[config.mk]
export PLATFORM = sky130hd
export DESIGN_NAME = div_arbiter
export DESIGN_NICKNAME = d
export VERILOG_FILES = /design/src/rtl/div_arbiter.sv
export SDC_FILE = /design/constraint.sdc
export NUM_CORES = 1
export LEC_CHECK = 0
export CORE_AREA = 8 8 127 129
export DETAILED_ROUTE_END_ITERATION = 16
export DIE_AREA = 0 0 135 137
export PLACE_DENSITY = 0.93
export SYNTH_ARGS = -nofsm -noshare
export SYNTH_HDL_FRONTEND = slang
export SYNTH_SLANG_ARGS = --single-unit
[constraint.sdc]
create_clock -name clk -period 2.4 [get_ports clk]
set_input_delay 0.48 -clock clk [delete_from_list [all_inputs] [get_ports clk]]
set_output_delay 0.48 -clock clk [all_outputs]
set_load 0.1 [all_outputs]
[src/rtl/div_arbiter.sv]
// Two-requester front end for a single shared divider: round-robin grant, one
// operation in flight, requester-0 flush, and a buffered response per owner.
module div_arbiter (
  input  logic        clk,
  input  logic        rst,
  input  logic        req0_valid_i,
  output logic        req0_ready_o,
  input  logic [31:0] req0_dividend_i,
  input  logic [31:0] req0_divisor_i,
  input  logic [2:0]  req0_op_i,
  input  logic        req1_valid_i,
  output logic        req1_ready_o,
  input  logic [31:0] req1_dividend_i,
  input  logic [31:0] req1_divisor_i,
  input  logic [2:0]  req1_op_i,
  output logic        rsp0_valid_o,
  input  logic        rsp0_ready_i,
  output logic [31:0] rsp0_data_o,
  output logic        rsp0_err_o,
  output logic        rsp1_valid_o,
  input  logic        rsp1_ready_i,
  output logic [31:0] rsp1_data_o,
  output logic        rsp1_err_o,
  input  logic        flush0_i,
  output logic [31:0] div_dividend_o,
  output logic [31:0] div_divisor_o,
  output logic [2:0]  div_op_o,
  output logic        div_start_o,
  input  logic [31:0] div_result_i,
  input  logic        div_valid_i,
  output logic        div_ready_o,
  output logic        busy_o
);

  typedef enum logic [1:0] {IDLE, ISSUE, RESP, ABORT} state_t;

  state_t      state;
  logic        last_served;
  logic        owner;
  logic [31:0] dividend_q;
  logic [31:0] divisor_q;
  logic [2:0]  op_q;
  logic [31:0] result_q;
  logic        err_q;

  logic        req0_eligible;
  logic        grant0;
  logic        grant1;
  logic        accept;
  logic        flush_own;
  logic        owner_rsp_ready;
  logic [31:0] sel_dividend;
  logic [31:0] sel_divisor;
  logic [2:0]  sel_op;

  // A flushing requester 0 is treated as not requesting, so requester 1 may win.
  always_comb begin
    req0_eligible   = req0_valid_i & ~flush0_i;
    grant0          = req0_eligible & (~req1_valid_i | last_served);
    grant1          = req1_valid_i & (~req0_eligible | ~last_served);
    req0_ready_o    = (state == IDLE) & ~rst & grant0;
    req1_ready_o    = (state == IDLE) & ~rst & grant1;
    accept          = req0_ready_o | req1_ready_o;
    flush_own       = flush0_i & ~owner;
    owner_rsp_ready = owner ? rsp1_ready_i : rsp0_ready_i;
    sel_dividend    = req1_ready_o ? req1_dividend_i : req0_dividend_i;
    sel_divisor     = req1_ready_o ? req1_divisor_i  : req0_divisor_i;
    sel_op          = req1_ready_o ? req1_op_i       : req0_op_i;
  end

  always_ff @(posedge clk) begin
    if (rst) begin
      state       <= IDLE;
      last_served <= 1'b1;
      owner       <= 1'b0;
      dividend_q  <= '0;
      divisor_q   <= '0;
      op_q        <= '0;
      result_q    <= '0;
      err_q       <= 1'b0;
    end else begin
      case (state)
        IDLE: begin
          if (accept) begin
            owner      <= req1_ready_o;
            dividend_q <= sel_dividend;
            divisor_q  <= sel_divisor;
            op_q       <= sel_op;
            // Non-divide funct3 values are answered locally with an error.
            if (sel_op[2]) begin
              state <= ISSUE;
            end else begin
              result_q <= '0;
              err_q    <= 1'b1;
              state    <= RESP;
            end
          end
        end
        ISSUE: begin
          if (flush_own) begin
            state <= ABORT;
          end else if (div_valid_i) begin
            result_q <= div_result_i;
            err_q    <= 1'b0;
            state    <= RESP;
          end
        end
        ABORT: state <= IDLE;
        RESP: begin
          if (flush_own) begin
            state <= IDLE;
          end else if (owner_rsp_ready) begin
            last_served <= owner;
            state       <= IDLE;
          end
        end
        default: state <= IDLE;
      endcase
    end
  end

  always_comb begin
    div_start_o    = (state == ISSUE);
    div_ready_o    = (state == ISSUE);
    div_dividend_o = div_start_o ? dividend_q : '0;
    div_divisor_o  = div_start_o ? divisor_q  : '0;
    div_op_o       = div_start_o ? op_q       : '0;
    rsp0_valid_o   = (state == RESP) & ~owner;
    rsp1_valid_o   = (state == RESP) & owner;
    rsp0_data_o    = rsp0_valid_o ? result_q : '0;
    rsp1_data_o    = rsp1_valid_o ? result_q : '0;
    rsp0_err_o     = rsp0_valid_o & err_q;
    rsp1_err_o     = rsp1_valid_o & err_q;
    busy_o         = (state != IDLE);
  end

endmodule

After elaboration in Yosys (flattened, before gate mapping)
Cells that the tools add are included.
{"block": "op_classes", "n_reduce_logical": 7, "muxes": 26, "eq_ne": 9, "bitwise_logic": 21}
{"operator": "32-bit two-way mux", "count": 10}
{"operator": "32-bit one-hot mux with 2 select lines", "count": 1}
{"operator": "2-bit two-way mux", "count": 6}
{"operator": "1-bit AND", "count": 11}
{"operator": "2-bit != test, second input constant", "count": 4}
{"operator": "2-bit one-hot mux with 4 select lines", "count": 1}
{"operator": "1-bit inverter", "count": 7}
{"operator": "3-bit two-way mux", "count": 2}
{"operator": "3-bit AND reduction", "count": 2}
{"operator": "1-bit two-way mux", "count": 5}
{"operator": "5-bit AND reduction", "count": 1}
{"operator": "2-bit == test, second input constant", "count": 2}
{"operator": "2-bit nonzero test", "count": 2}
{"operator": "3-bit by 2-bit != test with 1-bit output, second input constant", "count": 1}
{"operator": "3-bit != test, second input constant", "count": 1}
{"operator": "1-bit bitwise OR", "count": 3}
{"operator": "2-bit by 1-bit == test with 1-bit output, second input constant", "count": 1}
{"operator": "2-bit zero test", "count": 1}
{"operator": "1-bit one-hot mux with 2 select lines", "count": 1}
{"operator": "2-bit AND reduction", "count": 1}
{"block": "word_totals", "word_cells": 71, "in_bits": 174, "register_bits": 104, "out_inout_bits": 140}

Logic depth before layout (Yosys ltp)
{"block": "logic_depth", "ltp_word": 10, "ltp_mapped": 7}

Worst setup path after synthesis
No wires, ideal clock.
{"block": "synth_timing", "path_kind": "register -> output", "from": "register state[1]", "to": "output port req0_ready_o", "stages_incl_launch_ff": 5, "slack_ns": -1.299, "arrival_time_ns": 3.219, "path_buffers": 1, "cell_sequence": "dfxtp_1 -> buf_4 -> nor2_1 -> inv_1 -> nor3_1"}
{"block": "synth_via", "elab_chain_cells": 3}
{"item": "from (decl)", "line": "37", "source": "state_t state;"}
{"item": "from (signal assigned)", "line": "73", "source": "state <= IDLE;"}
{"item": "from (signal assigned)", "line": "91", "source": "state <= ISSUE;"}
{"item": "from (signal assigned)", "line": "95", "source": "state <= RESP;"}
{"item": "2-bit zero test", "line": "61", "source": "req0_ready_o = (state == IDLE) & ~rst & grant0;"}
{"item": "1-bit AND (2 in series)", "line": "61"}
{"item": "to (decl)", "line": "7", "source": "output logic req0_ready_o,"}
Every way passes these cells.

Worst setup path after layout
{"block": "layout_timing", "from": "register state[0]", "to": "output port rsp1_data_o[11]"}
{"block": "layout_via", "elab_chain_cells": 3}
{"item": "2-bit == test", "line": "129", "source": "rsp1_valid_o = (state == RESP) & owner;"}
{"item": "1-bit AND", "line": "129"}
{"item": "32-bit two-way mux", "line": "131", "source": "rsp1_data_o = rsp1_valid_o ? result_q : '0;"}
{"item": "to (decl)", "line": "22", "source": "output logic [31:0] rsp1_data_o,"}
Every way passes these cells.

==> metrics.md <==
| Metric | Value |
|---|---|
| DRT Pass-1 Iters | `6` |
| Final Critical Period | `2.37 ns` |
| CTS max path bufs | `2` |
| Fill count | `792` |
| Post-route setup slack | `0.0334 ns` |
| Worst Tran Pin Value | `0.740 ns` |
| Clk root buf | `clkbuf_16` |
| Yosys top cell area share | `34.2%` |
| Via density | `6.00` |
| RSZ-0062 raised after global routing | `false` |
| Critical setup path kind | `reg2out` |
| Layout cell share with drive strength beyond 1 | `22.5%` |
| Largest stage delay on the critical path | `0.31 ns` |
| VDD IR max | `0.342 mV` |
| Total core area | `14200 µm²` |
| Die Span X | `135 µm` |
| Pre-CTS setup slack | `0.0138 ns` |
| Post-CTS Setup Bufs | `0` |
| Grt ovf | `0` |
| # port buffers | `313` |
| Final hold vios | `0` |
| Clk_lat worst skew | `0.35 ns` |
| Relative slew slack | `50.7%` |
| Initial antenna violation count | `1` |
| Syn Std Cell Area | `6090 µm²` |
| Leak pwr | `4.07 nW` |
| Initial DRC count | `514` |
| Inst Count DP | `1206` |
| Tot GR Track Use | `27.7%` |
| Synth warn | `0` |
| Final wirelength | `27500 µm` |
| Clk pin slew, worst setup/hold paths | `0.07 ns` |
| Num CTS Buffers | `9` |
| Ordered list of cells on the worst path | `nand2b_1 > nor2_2 > buf_4 > and2_1 > buf_12` |
| Power Density | `463 nW/µm²` |
| Vias after detailed routing | `7341` |
| EDFF count, synth | `0` |
| Synthesized flop and latch total | `104` |
| CP required | `1.92 ns` |
| Reg area | `2080 µm²` |
| CTS tree | `built` |
| Most common cell in the netlist | `and2_1` |
| Post-Synthesis Cells | `764` |
| Fin crit share | `98.6%` |
| TNS Setup | `0 ns` |
| Multi-input gate area | `3590 µm²` |
| Final GP Congestion | `0.832` |
| HPWL after detailed placement | `19900 µm` |
| Register area share after synthesis | `34.2%` |
| Clk sinks | `104` |
| Crit path max fanout | `16` |
| Ys async rst share | `0%` |
| Clock Skew | `0.0106 ns` |
| Top_reg_cell synth | `dfxtp_1` |
| Arr. time, crit path | `1.89 ns` |
| Worst Hold Class | `reg2reg` |
| Post-synth top area cell | `dfxtp_1` |
| Pin count of the biggest net entering global routing | `65` |
| Vias in the first global route | `7370` |
| Die area | `18500 µm²` |
| Post-DRT Antenna Nets | `0` |
| Cts-stage hold buffer count | `0` |
| Finished Layout Cells | `1223` |
| Area Overhead vs Synth | `83.0%` |
| Final Setup Violations | `0` |
| Slew Limit Fails | `0` |
| Critical Path Start Type | `register` |
| Power Total | `0.00516 W` |
| Max-cap violations | `0` |
| Global-route wire length before repair | `40500 µm` |
| Io pins | `314` |
| Post-synth cell types | `38` |
| WL/cell | `22.5 µm` |
| Syn Area/Cell | `7.97 µm²` |
| Initial core utilization | `42.9%` |
| Status | `finished, final reports clean` |
| H-tree depth | `3` |
| DRC | `0` |
| Top post-synthesis cells by count | `and2_1 (131), dfxtp_1 (104), a21oi_1 (68), nand2_1 (68)` |
| Fmax | `423 MHz` |
| Layout Nets | `1208` |
| Net Count, Synth | `938` |
| Worst setup EP type | `output port` |
| Synth top area cells | `dfxtp_1 (34%), and2_1 (13%), a211oi_1 (7.9%), o21bai_1 (7.9%), a21oi_1 (5.6%)` |
| Row cnt | `44` |
| Worst path slowest cell | `dfxtp_1` |
| Die H | `137 µm` |
## layout make-up
class | count | area share [%]
repair buffers | 348 | 44.1
multi-input cells | 564 | 32.3
flip-flops and latches | 104 | 18.7
clock buffers | 10 | 2.14
well taps | 184 | 2.07
clock inverters | 5 | 0.505
inverters | 7 | 0.236
diodes | 1 | 0.0225
## where the power goes
| group | switching, W | internal (W) | leakage (nW) |
|---|---|---|---|
| logic | 0.000988 | 0.000706 | 3.07 |
| registers | 0.0000810 | 0.00187 | 0.851 |
| clock network | 0.000681 | 0.000833 | 0.145 |
| total | 0.00175 | 0.00341 | 4.07 |
## kinds of logic (layout without fill, tap and decap cells)
family,Yosys count,count (layout),synth area share (%)
buffers and inverters,96,370,7.99
flip-flops,104,104,34.2
AO/OA/AOI/OAI,337,337,37.1
AND/OR/NAND/NOR,223,223,20.1
other,0,1,0
multiplexers,4,4,0.678
## routing by layer
metal	global-route usage, %	share of wire [%]	vias up
met2	48.5	49	466
met3	8.99	11	83
li1	-	-	3295
met1	29.5	35	3497
met4	13.9	4.5	0
met5	0	0	-
## critical path: cells and delay by family, from the launching register on
family | cells | cell delay (ns)
AND/OR/NAND/NOR | 3 | 0.74
buffers and inverters | 2 | 0.48
flip-flops | 1 | 0.31
## final timing paths
path / startpoint / endpoint / slack, ns / cells after the start
max: state[0]$_SDFFE_PP0P_ / rsp1_data_o[11] / 0.03 / 5
min: divisor_q[14]$_SDFFE_PP0P_ / divisor_q[14]$_SDFFE_PP0P_ / 0.52 / 2
max reg2reg: state[1]$_SDFFE_PP0P_ / dividend_q[11]$_SDFFE_PP0P_ / 0.48 / 7
min reg2reg: divisor_q[14]$_SDFFE_PP0P_ / divisor_q[14]$_SDFFE_PP0P_ / 0.52 / 2
## cells in the final DEF, fill, tap and decap left out, types with 3 or more instances in the layout
master             n
nor3_1             4
buf_6              3
mux2i_1            3
nor2_1             3
and2_1           103
o211ai_1          32
a21oi_1           68
dfxtp_1          102
o2111ai_1         32
nand3_1            3
nand2b_1           3
buf_4             24
o21bai_1          64
a211oi_1          64
o21ai_0           58
clkdlybuf4s50_1  173
inv_1              5
buf_12           148
o21ai_1            9
clkbuf_16          9
nand2_1           68
and2_2            28
## stage by stage
step           instance area [µm²]  util, %  hold slack, ns
5_1_grt                      11100     78.4           0.519
4_1_cts                      11100     78.3           0.515
3_5_place_dp                 10800     76.2           0.504
6_report                     11100     78.4           0.515
3_3_place_gp                 10800     76.2           0.482
2_1_floorplan                 6140        -           0.472
## flip-flops by register name, indices dropped and copies added (netlist names)
signal       count
op_q             3
dividend_q      32
last_served      1
owner            1
state            2
divisor_q       32
result_q        32
err_q            1
## repair_timing
action	in CTS	in global routing
gates cloned	0	1
gates resized for setup	2	6
pin swaps	0	0
endpoints found under the setup margin	32	37
Note: power is estimated with default switching activity, not from simulation.
